**src/rtl/instr_packer_pkg.sv**
```systemverilog
// Shared definitions for the immediate packer: immediate-format encodings
// and the sign-extension legality helper.
package instr_packer_pkg;

    typedef enum logic [2:0] {
        IMM_I = 3'b000,
        IMM_S = 3'b001,
        IMM_B = 3'b010,
        IMM_J = 3'b011,
        IMM_U = 3'b100
    } imm_src_e;

    // True when v[31:lo] are all copies of the sign bit, i.e. the value
    // survives truncation to lo+1 bits and sign extension back to 32.
    function automatic logic sext_ok(input logic [31:0] v, input int unsigned lo);
        logic [31:0] s;
        s = $signed(v) >>> lo;
        return (s == 32'h0000_0000) || (s == 32'hFFFF_FFFF);
    endfunction

endpackage

```
**src/rtl/instr_packer_imm_pack.sv**
```systemverilog
// Combinational immediate scatter: places imm into the format-specific
// instruction bits of base and reports whether imm is encodable.
module imm_pack
    import instr_packer_pkg::*;
(
    input  logic [2:0]  imm_src,
    input  logic [31:0] imm,
    input  logic [31:0] base,
    output logic [31:0] word,
    output logic        legal
);

    // Field placement and encodability per immediate format
    always_comb begin
        word  = base;
        legal = 1'b0;
        case (imm_src)
            IMM_I: begin
                word[31:20] = imm[11:0];
                legal       = sext_ok(imm, 11);
            end
            IMM_S: begin
                word[31:25] = imm[11:5];
                word[11:7]  = imm[4:0];
                legal       = sext_ok(imm, 11);
            end
            IMM_B: begin
                word[31]    = imm[12];
                word[30:25] = imm[10:5];
                word[11:8]  = imm[4:1];
                word[7]     = imm[11];
                legal       = sext_ok(imm, 12) && !imm[0];
            end
            IMM_J: begin
                word[31]    = imm[20];
                word[30:21] = imm[10:1];
                word[20]    = imm[11];
                word[19:12] = imm[19:12];
                legal       = sext_ok(imm, 20) && !imm[0];
            end
            IMM_U: begin
                word[31:12] = imm[31:12];
                legal       = (imm[11:0] == 12'h000);
            end
            default: begin
                word  = base;
                legal = 1'b0;
            end
        endcase
    end

endmodule

```
**src/rtl/instr_packer.sv**
```systemverilog
// Instruction-memory loader: packs immediates into instruction words and
// writes them to consecutive addresses, stopping on full or on an error.
module instr_packer
    import instr_packer_pkg::*;
#(
    parameter int ADDR_W = 8
) (
    input  logic              clk,
    input  logic              rst,
    input  logic              clear,
    input  logic              in_valid,
    output logic              in_ready,
    input  logic [2:0]        imm_src,
    input  logic [31:0]       imm,
    input  logic [31:0]       base,
    output logic              wr_en,
    output logic [ADDR_W-1:0] wr_addr,
    output logic [31:0]       wr_data,
    output logic              err,
    output logic [ADDR_W-1:0] err_addr,
    output logic              full
);

    logic [ADDR_W-1:0] ptr_r;
    logic              wr_en_r;
    logic [ADDR_W-1:0] wr_addr_r;
    logic [31:0]       wr_data_r;
    logic              err_r;
    logic [ADDR_W-1:0] err_addr_r;
    logic              full_r;
    logic [31:0]       word_s;
    logic              legal_s;
    logic              accept_s;

    imm_pack u_imm_pack (
        .imm_src (imm_src),
        .imm     (imm),
        .base    (base),
        .word    (word_s),
        .legal   (legal_s)
    );

    assign in_ready = !err_r && !full_r && !clear;
    assign accept_s = in_valid && in_ready;

    // Pointer, sticky flags and registered write port
    always_ff @(posedge clk) begin
        if (rst) begin
            ptr_r      <= {ADDR_W{1'b0}};
            wr_en_r    <= 1'b0;
            wr_addr_r  <= {ADDR_W{1'b0}};
            wr_data_r  <= 32'h0000_0000;
            err_r      <= 1'b0;
            err_addr_r <= {ADDR_W{1'b0}};
            full_r     <= 1'b0;
        end else begin
            // accept_s is already gated by clear, so a clear cycle never writes
            wr_en_r <= accept_s && legal_s;
            if (clear) begin
                ptr_r      <= {ADDR_W{1'b0}};
                err_r      <= 1'b0;
                err_addr_r <= {ADDR_W{1'b0}};
                full_r     <= 1'b0;
            end else if (accept_s && legal_s) begin
                wr_addr_r <= ptr_r;
                wr_data_r <= word_s;
                ptr_r     <= ptr_r + ADDR_W'(1'b1);
                full_r    <= &ptr_r;
            end else if (accept_s) begin
                err_r      <= 1'b1;
                err_addr_r <= ptr_r;
            end else begin
                ptr_r <= ptr_r;
            end
        end
    end

    assign wr_en    = wr_en_r;
    assign wr_addr  = wr_addr_r;
    assign wr_data  = wr_data_r;
    assign err      = err_r;
    assign err_addr = err_addr_r;
    assign full     = full_r;

endmodule

```
**config.mk**
```make
export PLATFORM = sky130hd
export DESIGN_NAME = instr_packer
export DESIGN_NICKNAME = d
export VERILOG_FILES = /design/src/rtl/instr_packer_pkg.sv /design/src/rtl/instr_packer_imm_pack.sv /design/src/rtl/instr_packer.sv
export SDC_FILE = /design/constraint.sdc
export NUM_CORES = 1
export LEC_CHECK = 0
export ABC_AREA = 1
export ABC_CLOCK_PERIOD_IN_PS = 1900
export BUFFER_PORTS_ARGS = -buffer_cell sky130_fd_sc_hd__buf_2
export CAP_MARGIN = 20
export CORE_AREA = 2 2 83 85
export DETAILED_ROUTE_END_ITERATION = 8
export DIE_AREA = 0 0 85 87
export PLACE_DENSITY = 0.79
export SLEW_MARGIN = 20
export SYNTH_ARGS = -nofsm -noshare
export SYNTH_HDL_FRONTEND = slang
export SYNTH_SLANG_ARGS = --single-unit
export TNS_END_PERCENT = 1
```
**constraint.sdc**
```tcl
create_clock -name clk -period 1.9 [get_ports clk]
set_input_delay 0.095 -clock clk [delete_from_list [all_inputs] [get_ports clk]]
set_output_delay 0.095 -clock clk [all_outputs]
set_load 0.005 [all_outputs]
```
==> results of run 1 <==
[Yosys cell counts (2+ instances only)]
cell	number
sky130_fd_sc_hd__o21ai_0	4
sky130_fd_sc_hd__inv_2	2
sky130_fd_sc_hd__a21oi_1	55
sky130_fd_sc_hd__clkinv_1	2
sky130_fd_sc_hd__dfxtp_1	59
sky130_fd_sc_hd__nand3_2	2
sky130_fd_sc_hd__nor3_1	4
sky130_fd_sc_hd__nor4_1	3
sky130_fd_sc_hd__buf_6	6
sky130_fd_sc_hd__mux2_2	8
sky130_fd_sc_hd__xnor2_1	2
sky130_fd_sc_hd__a221oi_1	5
sky130_fd_sc_hd__buf_2	10
sky130_fd_sc_hd__nor2_1	64
sky130_fd_sc_hd__xor2_1	4
sky130_fd_sc_hd__nand3_1	52
sky130_fd_sc_hd__nand4_1	3
sky130_fd_sc_hd__nand2_1	116
sky130_fd_sc_hd__clkbuf_1	6
sky130_fd_sc_hd__mux2i_1	4
sky130_fd_sc_hd__inv_1	28
[sequential cells by signal, indices dropped and copies added (netlist names)]
signal	flops
err_addr	8
wr_addr	8
err	1
wr_en	1
full	1
ptr_r	8
wr_data	32
[metal layers]
layer,wire [um],global-route usage,up-vias
met5,0,0,-
met4,170,0.1010,0
met3,625,0.04739,11
met2,3983,0.3878,131
met1,3712,0.3011,1578
li1,-,-,1729
[logic make-up after synthesis]
kind of cell	share of synthesized area
DFF	0.3823
AOI/OAI and AO/OA	0.1268
xor gates and xnor gates	0.01701
adders and majority gates	0.004050
muxes	0.04212
and+or+nand+nor	0.3398
buffers and inverters	0.08789
[worst max-delay path by stage]
stage	end	slack (ps)	depth (start not counted)
after floorplan	wr_data[10]	360	7
after global placement	wr_data[29]	260	8
after detailed placement	wr_data[17]	260	7
after CTS	wr_data[31]	260	7
after global routing	wr_data[31]	70	7
final	wr_data[17]	270	5
[area by class of cell]
type / instances / area, sq um / share of cell area
Timing Repair Buffer: 131 / 690.7 / 0.1751
Sequential cell: 59 / 1181 / 0.2995
Inverter: 32 / 120.1 / 0.03046
Tap cell: 80 / 100.1 / 0.02538
Clock buffer: 13 / 168.9 / 0.04283
Clock inverter: 3 / 45.04 / 0.01142
Multi-Input combinational cell: 338 / 1638 / 0.4153
[power groups by stage]
stage                     registers, W  logic [W]  clock network (W)
after global routing           0.00125   0.000350            0.00127
after global placement         0.00127   0.000305                  0
final                          0.00125   0.000315            0.00120
after floorplan                0.00127   0.000167                  0
after CTS                      0.00125   0.000311            0.00122
after detailed placement       0.00127   0.000309                  0
[layout by cell type, fill, tap and decap left out, types with 5 or more instances in the layout]
cell type                  count
sky130_fd_sc_hd__a221oi_1      5
sky130_fd_sc_hd__inv_1        28
sky130_fd_sc_hd__clkbuf_8     12
sky130_fd_sc_hd__buf_2       122
sky130_fd_sc_hd__buf_4         8
sky130_fd_sc_hd__nand3_1      52
sky130_fd_sc_hd__a21oi_1      55
sky130_fd_sc_hd__mux2_2        8
sky130_fd_sc_hd__dfxtp_1      59
sky130_fd_sc_hd__nand2_1     116
sky130_fd_sc_hd__nor2_1       64
[metrics by stage]
step	setup slack, ps	hold slack [ps]	cell area, sq um
2_1_floorplan	360.3	224.8	3089
5_1_grt	67.79	30.97	3944
6_report	266.2	31.12	3944
3_3_place_gp	262.9	373.0	3730
3_5_place_dp	257.8	377.8	3730
4_1_cts	261.5	21.89	3944
[critical path, cell delays in order (launching register included)]
cell and delay [ps]:
sky130_fd_sc_hd__dfxtp_1 320, sky130_fd_sc_hd__nor3_1 230, sky130_fd_sc_hd__and2_2 420, sky130_fd_sc_hd__buf_4 300, sky130_fd_sc_hd__nand3_1 110, sky130_fd_sc_hd__a21oi_1 160
==> run_summary.xml, run 1 <==
<?xml version="1.0" encoding="UTF-8"?>
<metrics>
  <group name="critical_path">
    <metric name="arrival" unit="ps">1890</metric>
    <metric name="timing.reg2reg.setup_slack" unit="ps">270</metric>
    <metric name="critical_path.reg2reg.endpoint" unit="">wr_data[17]</metric>
    <metric name="worst_setup_path_start_kind" unit="">flip-flop</metric>
    <metric name="r2r_start" unit="">full</metric>
    <metric name="crit_path_end_kind" unit="">flip-flop</metric>
    <metric name="crit_required" unit="ps">2160</metric>
    <metric name="critical_path.startpoint" unit="">full</metric>
    <metric name="reg2reg_depth" unit="">5</metric>
    <metric name="setup.worst_path.class" unit="">reg -&gt; reg</metric>
    <metric name="path_max_fanout" unit="">20</metric>
  </group>
  <group name="cells_and_area">
    <metric name="drive_gt1_frac" unit="">0.2813</metric>
    <metric name="area_growth_syn_to_layout" unit="%">27.66</metric>
    <metric name="fin_util" unit="">0.6004</metric>
    <metric name="antenna-diode-count" unit="">0</metric>
    <metric name="final-instance-count-excl-fill" unit="">656</metric>
    <metric name="fillerInstances" unit="">648</metric>
    <metric name="num-nets-final" unit="">643</metric>
  </group>
  <group name="global_routing">
    <metric name="grt_first_pass_wirelength" unit="um">14030</metric>
    <metric name="grt_max_degree" unit="">38</metric>
    <metric name="number_of_antenna_violations_at_the_first_check_in_global_routing" unit="">0</metric>
    <metric name="globalRouteTotalUtil" unit="">0.2357</metric>
    <metric name="first_global_vias" unit="">3130</metric>
    <metric name="final_global_route_overflow_total" unit="">0</metric>
  </group>
  <group name="job">
    <metric name="timing.max_cap.violations" unit="">0</metric>
  </group>
  <group name="clocking">
    <metric name="clock-sinks" unit="">59</metric>
    <metric name="clock_path_buffers" unit="">2</metric>
    <metric name="cts_made_buffers" unit="">9</metric>
    <metric name="clk-insertion-delay-late" unit="ps">330</metric>
    <metric name="clock_tree_from_tritoncts" unit="">done</metric>
    <metric name="clk_pin_slew" unit="ps">70</metric>
    <metric name="cts_resized" unit="">0</metric>
    <metric name="post_cts.repair.setup_buffers" unit="">0</metric>
    <metric name="hold_buffer_count_at_cts" unit="">0</metric>
    <metric name="deepest_level_of_the_cts_h_tree" unit="">3</metric>
    <metric name="cts.root.buffer_cell" unit="">sky130_fd_sc_hd__clkbuf_8</metric>
  </group>
  <group name="synthesis">
    <metric name="proportion_of_synthesized_chip_area_in_sequential_cells" unit="">0.3823</metric>
    <metric name="flip_flop_cell_with_the_highest_count_after_synthesis" unit="">sky130_fd_sc_hd__dfxtp_1</metric>
    <metric name="syn_area" unit="sq um">3089</metric>
    <metric name="synth_top_area_frac" unit="">0.3823</metric>
    <metric name="mappedNetlistNets" unit="">525</metric>
    <metric name="number_of_enable_flip_flop_cells_after_synthesis" unit="">0</metric>
    <metric name="ys_async_sr_fraction" unit="">0</metric>
    <metric name="post_synth_cell_types" unit="">35</metric>
    <metric name="syn-mean-instance-area" unit="sq um">6.819</metric>
    <metric name="synth.largest_area_cell" unit="">sky130_fd_sc_hd__dfxtp_1</metric>
    <metric name="ys_warn_count" unit="">0</metric>
    <metric name="flip_flop_and_latch_count_after_synthesis" unit="">59</metric>
    <metric name="syn_inst_count" unit="">453</metric>
    <metric name="synth_area_leaders" unit="">sky130_fd_sc_hd__dfxtp_1 38%, sky130_fd_sc_hd__nand2_1 14%, sky130_fd_sc_hd__a21oi_1 8.9%</metric>
  </group>
  <group name="pwr">
    <metric name="power.share.switching" unit="">0.2443</metric>
    <metric name="power_switching" unit="W">0.0006741</metric>
    <metric name="max_rail_drop_vdd" unit="V">0.0003788</metric>
    <metric name="p_int" unit="W">0.002085</metric>
    <metric name="finalPower" unit="W">0.002759</metric>
    <metric name="power_frac_clock" unit="">0.435</metric>
    <metric name="comb_power_share" unit="">0.114</metric>
    <metric name="power_density" unit="nW/um^2">699.6</metric>
    <metric name="static_power_due_to_leakage" unit="nW">1.862</metric>
    <metric name="power_frac_seq" unit="">0.451</metric>
  </group>
  <group name="placement">
    <metric name="portBuffers" unit="">122</metric>
    <metric name="cell_count_after_placement" unit="">640</metric>
    <metric name="post-dp-hpwl" unit="um">6338</metric>
    <metric name="routabilityCongestion" unit="">0.9123</metric>
  </group>
  <group name="floorplanning">
    <metric name="die_height" unit="um">87</metric>
    <metric name="initial_core_util" unit="">0.4703</metric>
    <metric name="fp-row-count" unit="">30</metric>
    <metric name="design.core.area" unit="sq um">6569</metric>
    <metric name="die-area" unit="sq um">7395</metric>
    <metric name="die_x" unit="um">85</metric>
    <metric name="io_pins" unit="">123</metric>
  </group>
  <group name="detailed_routing">
    <metric name="drt_iter0_markers" unit="">212</metric>
    <metric name="detail_route.first_pass.iterations" unit="">4</metric>
    <metric name="via_count" unit="">3449</metric>
    <metric name="ant_nets" unit="">0</metric>
    <metric name="routed_via_density" unit="">5.258</metric>
    <metric name="routedWlPerCell" unit="um">12.94</metric>
    <metric name="drc" unit="">0</metric>
    <metric name="routed_wl" unit="um">8491</metric>
  </group>
  <group name="timing">
    <metric name="report.final.hold_viol_count" unit="">0</metric>
    <metric name="tightest_slew" unit="ps">515.8</metric>
    <metric name="slew_headroom" unit="">0.6540</metric>
    <metric name="slew_violations" unit="">0</metric>
    <metric name="max_clock_freq" unit="MHz">612.1</metric>
    <metric name="final.setup_skew" unit="ps">6.855</metric>
    <metric name="layout_worst_path_cycle_share" unit="">0.8599</metric>
    <metric name="rsz_0062_raised_after_global_routing" unit="">false</metric>
    <metric name="finalSetupTns" unit="ps">0</metric>
    <metric name="period_minus_slack" unit="ps">1634</metric>
    <metric name="final-setup-viol-count" unit="">0</metric>
  </group>
  <group name="hold_path">
    <metric name="hold_end" unit="">wr_data[4]</metric>
    <metric name="min-delay-path-class" unit="">in -&gt; reg</metric>
    <metric name="hold_path.startpoint" unit="">base[4]</metric>
    <metric name="hold_path_depth" unit="">3</metric>
  </group>
  <group name="outcome">
    <metric name="status" unit="">finished, final reports clean</metric>
  </group>
</metrics>
(Power assumes the default switching activity.)
==> run 2, diff against run 1 <==
--- a/config.mk
+++ b/config.mk
@@ -9,9 +9,9 @@
 export ABC_CLOCK_PERIOD_IN_PS = 1900
 export BUFFER_PORTS_ARGS = -buffer_cell sky130_fd_sc_hd__buf_2
 export CAP_MARGIN = 20
-export CORE_AREA = 2 2 83 85
+export CORE_AREA = 5 5 86 88
 export DETAILED_ROUTE_END_ITERATION = 8
-export DIE_AREA = 0 0 85 87
+export DIE_AREA = 0 0 91 93
 export PLACE_DENSITY = 0.79
 export SLEW_MARGIN = 20
 export SYNTH_ARGS = -nofsm -noshare
==> run 2 against run 1 <==
Wire length rose by 5.4%; fmax rose by 2.6%; register-to-register slack improved by 40 ps; count of clock-buffer cells in the layout fell by 3; flip-flop and latch count did not move; sequential share of layout area rose by 0.15 points; sequential power barely moved; first-iteration DRC count fell by 5.7%; core utilization fell by 0.30 points; global-route usage fell by 2.5 points; via count fell by 2.6%.
==> run_summary.xml, run 2 (synthesized netlist as in run 1, its figures left out) <==
<?xml version="1.0" encoding="UTF-8"?>
<metrics>
  <group name="pwr">
    <metric name="power_frac_seq" unit="">0.457</metric>
    <metric name="finalPower" unit="W">0.002726</metric>
    <metric name="p_int" unit="W">0.002010</metric>
    <metric name="power_density" unit="nW/um^2">694.7</metric>
    <metric name="max_rail_drop_vdd" unit="V">0.0004295</metric>
    <metric name="power.share.switching" unit="">0.2626</metric>
    <metric name="power_frac_clock" unit="">0.429</metric>
    <metric name="power_switching" unit="W">0.0007157</metric>
    <metric name="static_power_due_to_leakage" unit="nW">1.854</metric>
    <metric name="comb_power_share" unit="">0.115</metric>
  </group>
  <group name="global_routing">
    <metric name="final_global_route_overflow_total" unit="">0</metric>
    <metric name="grt_max_degree" unit="">46</metric>
    <metric name="number_of_antenna_violations_at_the_first_check_in_global_routing" unit="">0</metric>
    <metric name="globalRouteTotalUtil" unit="">0.2107</metric>
    <metric name="grt_first_pass_wirelength" unit="um">14640</metric>
    <metric name="first_global_vias" unit="">3209</metric>
  </group>
  <group name="detailed_routing">
    <metric name="drc" unit="">0</metric>
    <metric name="via_count" unit="">3358</metric>
    <metric name="routed_via_density" unit="">5.127</metric>
    <metric name="drt_iter0_markers" unit="">200</metric>
    <metric name="routedWlPerCell" unit="um">13.66</metric>
    <metric name="detail_route.first_pass.iterations" unit="">5</metric>
    <metric name="ant_nets" unit="">0</metric>
    <metric name="routed_wl" unit="um">8948</metric>
  </group>
  <group name="cells_and_area">
    <metric name="num-nets-final" unit="">642</metric>
    <metric name="layout.cells.most_common" unit="">sky130_fd_sc_hd__buf_2</metric>
    <metric name="sequential_cell_area" unit="sq um">1181</metric>
    <metric name="final_cell_mix" unit="">122 x sky130_fd_sc_hd__buf_2, 116 x sky130_fd_sc_hd__nand2_1, 64 x sky130_fd_sc_hd__nor2_1</metric>
    <metric name="area_growth_syn_to_layout" unit="%">27.01</metric>
    <metric name="antenna-diode-count" unit="">0</metric>
    <metric name="final_design_area_no_fill" unit="sq um">3924</metric>
    <metric name="multi_input_area" unit="sq um">1638</metric>
    <metric name="flip_flop_count_of_the_largest_register_all_copies_and_words_added" unit="">32</metric>
    <metric name="drive_gt1_frac" unit="">0.2817</metric>
    <metric name="fillerInstances" unit="">653</metric>
  </group>
  <group name="clocking">
    <metric name="post_cts.repair.setup_buffers" unit="">0</metric>
    <metric name="cts.root.buffer_cell" unit="">sky130_fd_sc_hd__clkbuf_8</metric>
    <metric name="hold_buffer_count_at_cts" unit="">0</metric>
    <metric name="clk_pin_slew" unit="ps">70</metric>
    <metric name="clock_tree_from_tritoncts" unit="">done</metric>
    <metric name="clock-sinks" unit="">59</metric>
    <metric name="cts_made_buffers" unit="">9</metric>
    <metric name="deepest_level_of_the_cts_h_tree" unit="">3</metric>
    <metric name="cts_resized" unit="">0</metric>
    <metric name="clk-insertion-delay-late" unit="ps">340</metric>
    <metric name="clock_path_buffers" unit="">2</metric>
  </group>
  <group name="timing">
    <metric name="final.setup_skew" unit="ps">6.984</metric>
    <metric name="report.final.hold_viol_count" unit="">0</metric>
    <metric name="layout_worst_path_cycle_share" unit="">0.8384</metric>
    <metric name="finalSetupTns" unit="ps">0</metric>
    <metric name="final-setup-viol-count" unit="">0</metric>
    <metric name="tightest_slew" unit="ps">460.9</metric>
    <metric name="rsz_0062_raised_after_global_routing" unit="">false</metric>
    <metric name="period_minus_slack" unit="ps">1593</metric>
    <metric name="max_clock_freq" unit="MHz">627.8</metric>
    <metric name="slew_headroom" unit="">0.6916</metric>
    <metric name="hold_ws" unit="ps">24.46</metric>
    <metric name="slew_violations" unit="">0</metric>
  </group>
  <group name="critical_path">
    <metric name="r2r_start" unit="">full</metric>
    <metric name="critical_path.reg2reg.endpoint" unit="">err_addr[7]</metric>
    <metric name="crit_path_cell_trace" unit="">nor3_1 -&gt; and2_2 -&gt; nand4_2 -&gt; nand2_1 -&gt; nand2_1 -&gt; nor2_1</metric>
    <metric name="critical_path_max_stage_delay" unit="ps">380</metric>
    <metric name="crit_path_end_kind" unit="">flip-flop</metric>
    <metric name="cp_common_cell" unit="">sky130_fd_sc_hd__nand2_1</metric>
    <metric name="crit_required" unit="ps">2170</metric>
    <metric name="arrival" unit="ps">1870</metric>
    <metric name="worst_setup_path_start_kind" unit="">flip-flop</metric>
    <metric name="path_max_fanout" unit="">17</metric>
    <metric name="slowest_stage" unit="">sky130_fd_sc_hd__nand4_2</metric>
    <metric name="timing.reg2reg.setup_slack" unit="ps">310</metric>
    <metric name="setup.worst_path.class" unit="">reg -&gt; reg</metric>
    <metric name="reg2reg_depth" unit="">6</metric>
  </group>
  <group name="outcome">
    <metric name="status" unit="">finished, final reports clean</metric>
  </group>
  <group name="hold_path">
    <metric name="min-delay-path-class" unit="">in -&gt; reg</metric>
    <metric name="hold_end" unit="">wr_data[2]</metric>
    <metric name="hold_path.startpoint" unit="">base[2]</metric>
    <metric name="hold_path_depth" unit="">3</metric>
  </group>
  <group name="floorplanning">
    <metric name="die-area" unit="sq um">8463</metric>
    <metric name="initial_core_util" unit="">0.4703</metric>
    <metric name="design.core.area" unit="sq um">6569</metric>
    <metric name="fp-row-count" unit="">30</metric>
    <metric name="die_x" unit="um">91</metric>
    <metric name="die_height" unit="um">93</metric>
    <metric name="io_pins" unit="">123</metric>
  </group>
  <group name="placement">
    <metric name="post-dp-hpwl" unit="um">6673</metric>
    <metric name="dpl_cell_area" unit="sq um">3722</metric>
    <metric name="routabilityCongestion" unit="">0.8917</metric>
    <metric name="portBuffers" unit="">122</metric>
  </group>
  <group name="job">
    <metric name="timing.max_cap.violations" unit="">0</metric>
  </group>
</metrics>
[run 2: changes by cell type in the layout (fill, tap and decap cells not counted), sizes merged]
| cell | previous run | this run |
|---|---|---|
| clkinv | 2 | 4 |
| inv | 30 | 31 |
| buf | 131 | 130 |
| clkbuf | 13 | 10 |
[run 2: how the worst max path moves through the flow]
stage	end	start	slack [ps]	cells after the start
6_report	err_addr[7]	full	310	6
5_1_grt	err_addr[7]	full	140	6
4_1_cts	err_addr[7]	full	280	6
3_5_place_dp	wr_data[31]	imm[2]	170	9
3_3_place_gp	wr_data[31]	imm[2]	210	9
2_1_floorplan	wr_data[10]	full	360	7
[run 2: power by group through the flow]
stage / sequential [W] / combinational [W] / clock, W
CTS: 0.00125 / 0.000311 / 0.00119
global route: 0.00125 / 0.000347 / 0.00125
global placement: 0.00127 / 0.000304 / 0
detailed placement: 0.00127 / 0.000307 / 0
floorplan: 0.00127 / 0.000167 / 0
finish: 0.00125 / 0.000312 / 0.00117
[run 2: cell type report]
class                      instances  share of cell area
tap                               80             0.02551
clock inverter                     6             0.01626
clock buffer                      10             0.03508
inverter                          32             0.03061
timing repair buffer             130              0.1741
multi-input combinational        338              0.4174
sequential                        59              0.3010
[run 2: per-layer routing]
| layer | track usage | up-vias | wire length (um) |
|---|---|---|---|
| li1 | - | 1726 | - |
| met1 | 0.2576 | 1489 | 3770 |
| met2 | 0.3486 | 131 | 4310 |
| met3 | 0.06195 | 12 | 723 |
| met4 | 0.08191 | 0 | 144 |
| met5 | 0 | - | 0 |
[run 2: critical path: cells and delay by family (launching register included)]
family,cells,cell delay (ps)
DFF,1,330
and+or+nand+nor,6,1190
[run 2: through the flow]
step                      utilization  setup slack [ps]  cells
after global routing           0.5973             137.8    655
after global placement         0.5667             215.0    639
final                          0.5973             307.1    655
after detailed placement       0.5667             174.8    639
after floorplan                     -             360.3    453
after CTS                      0.5973             282.5    655
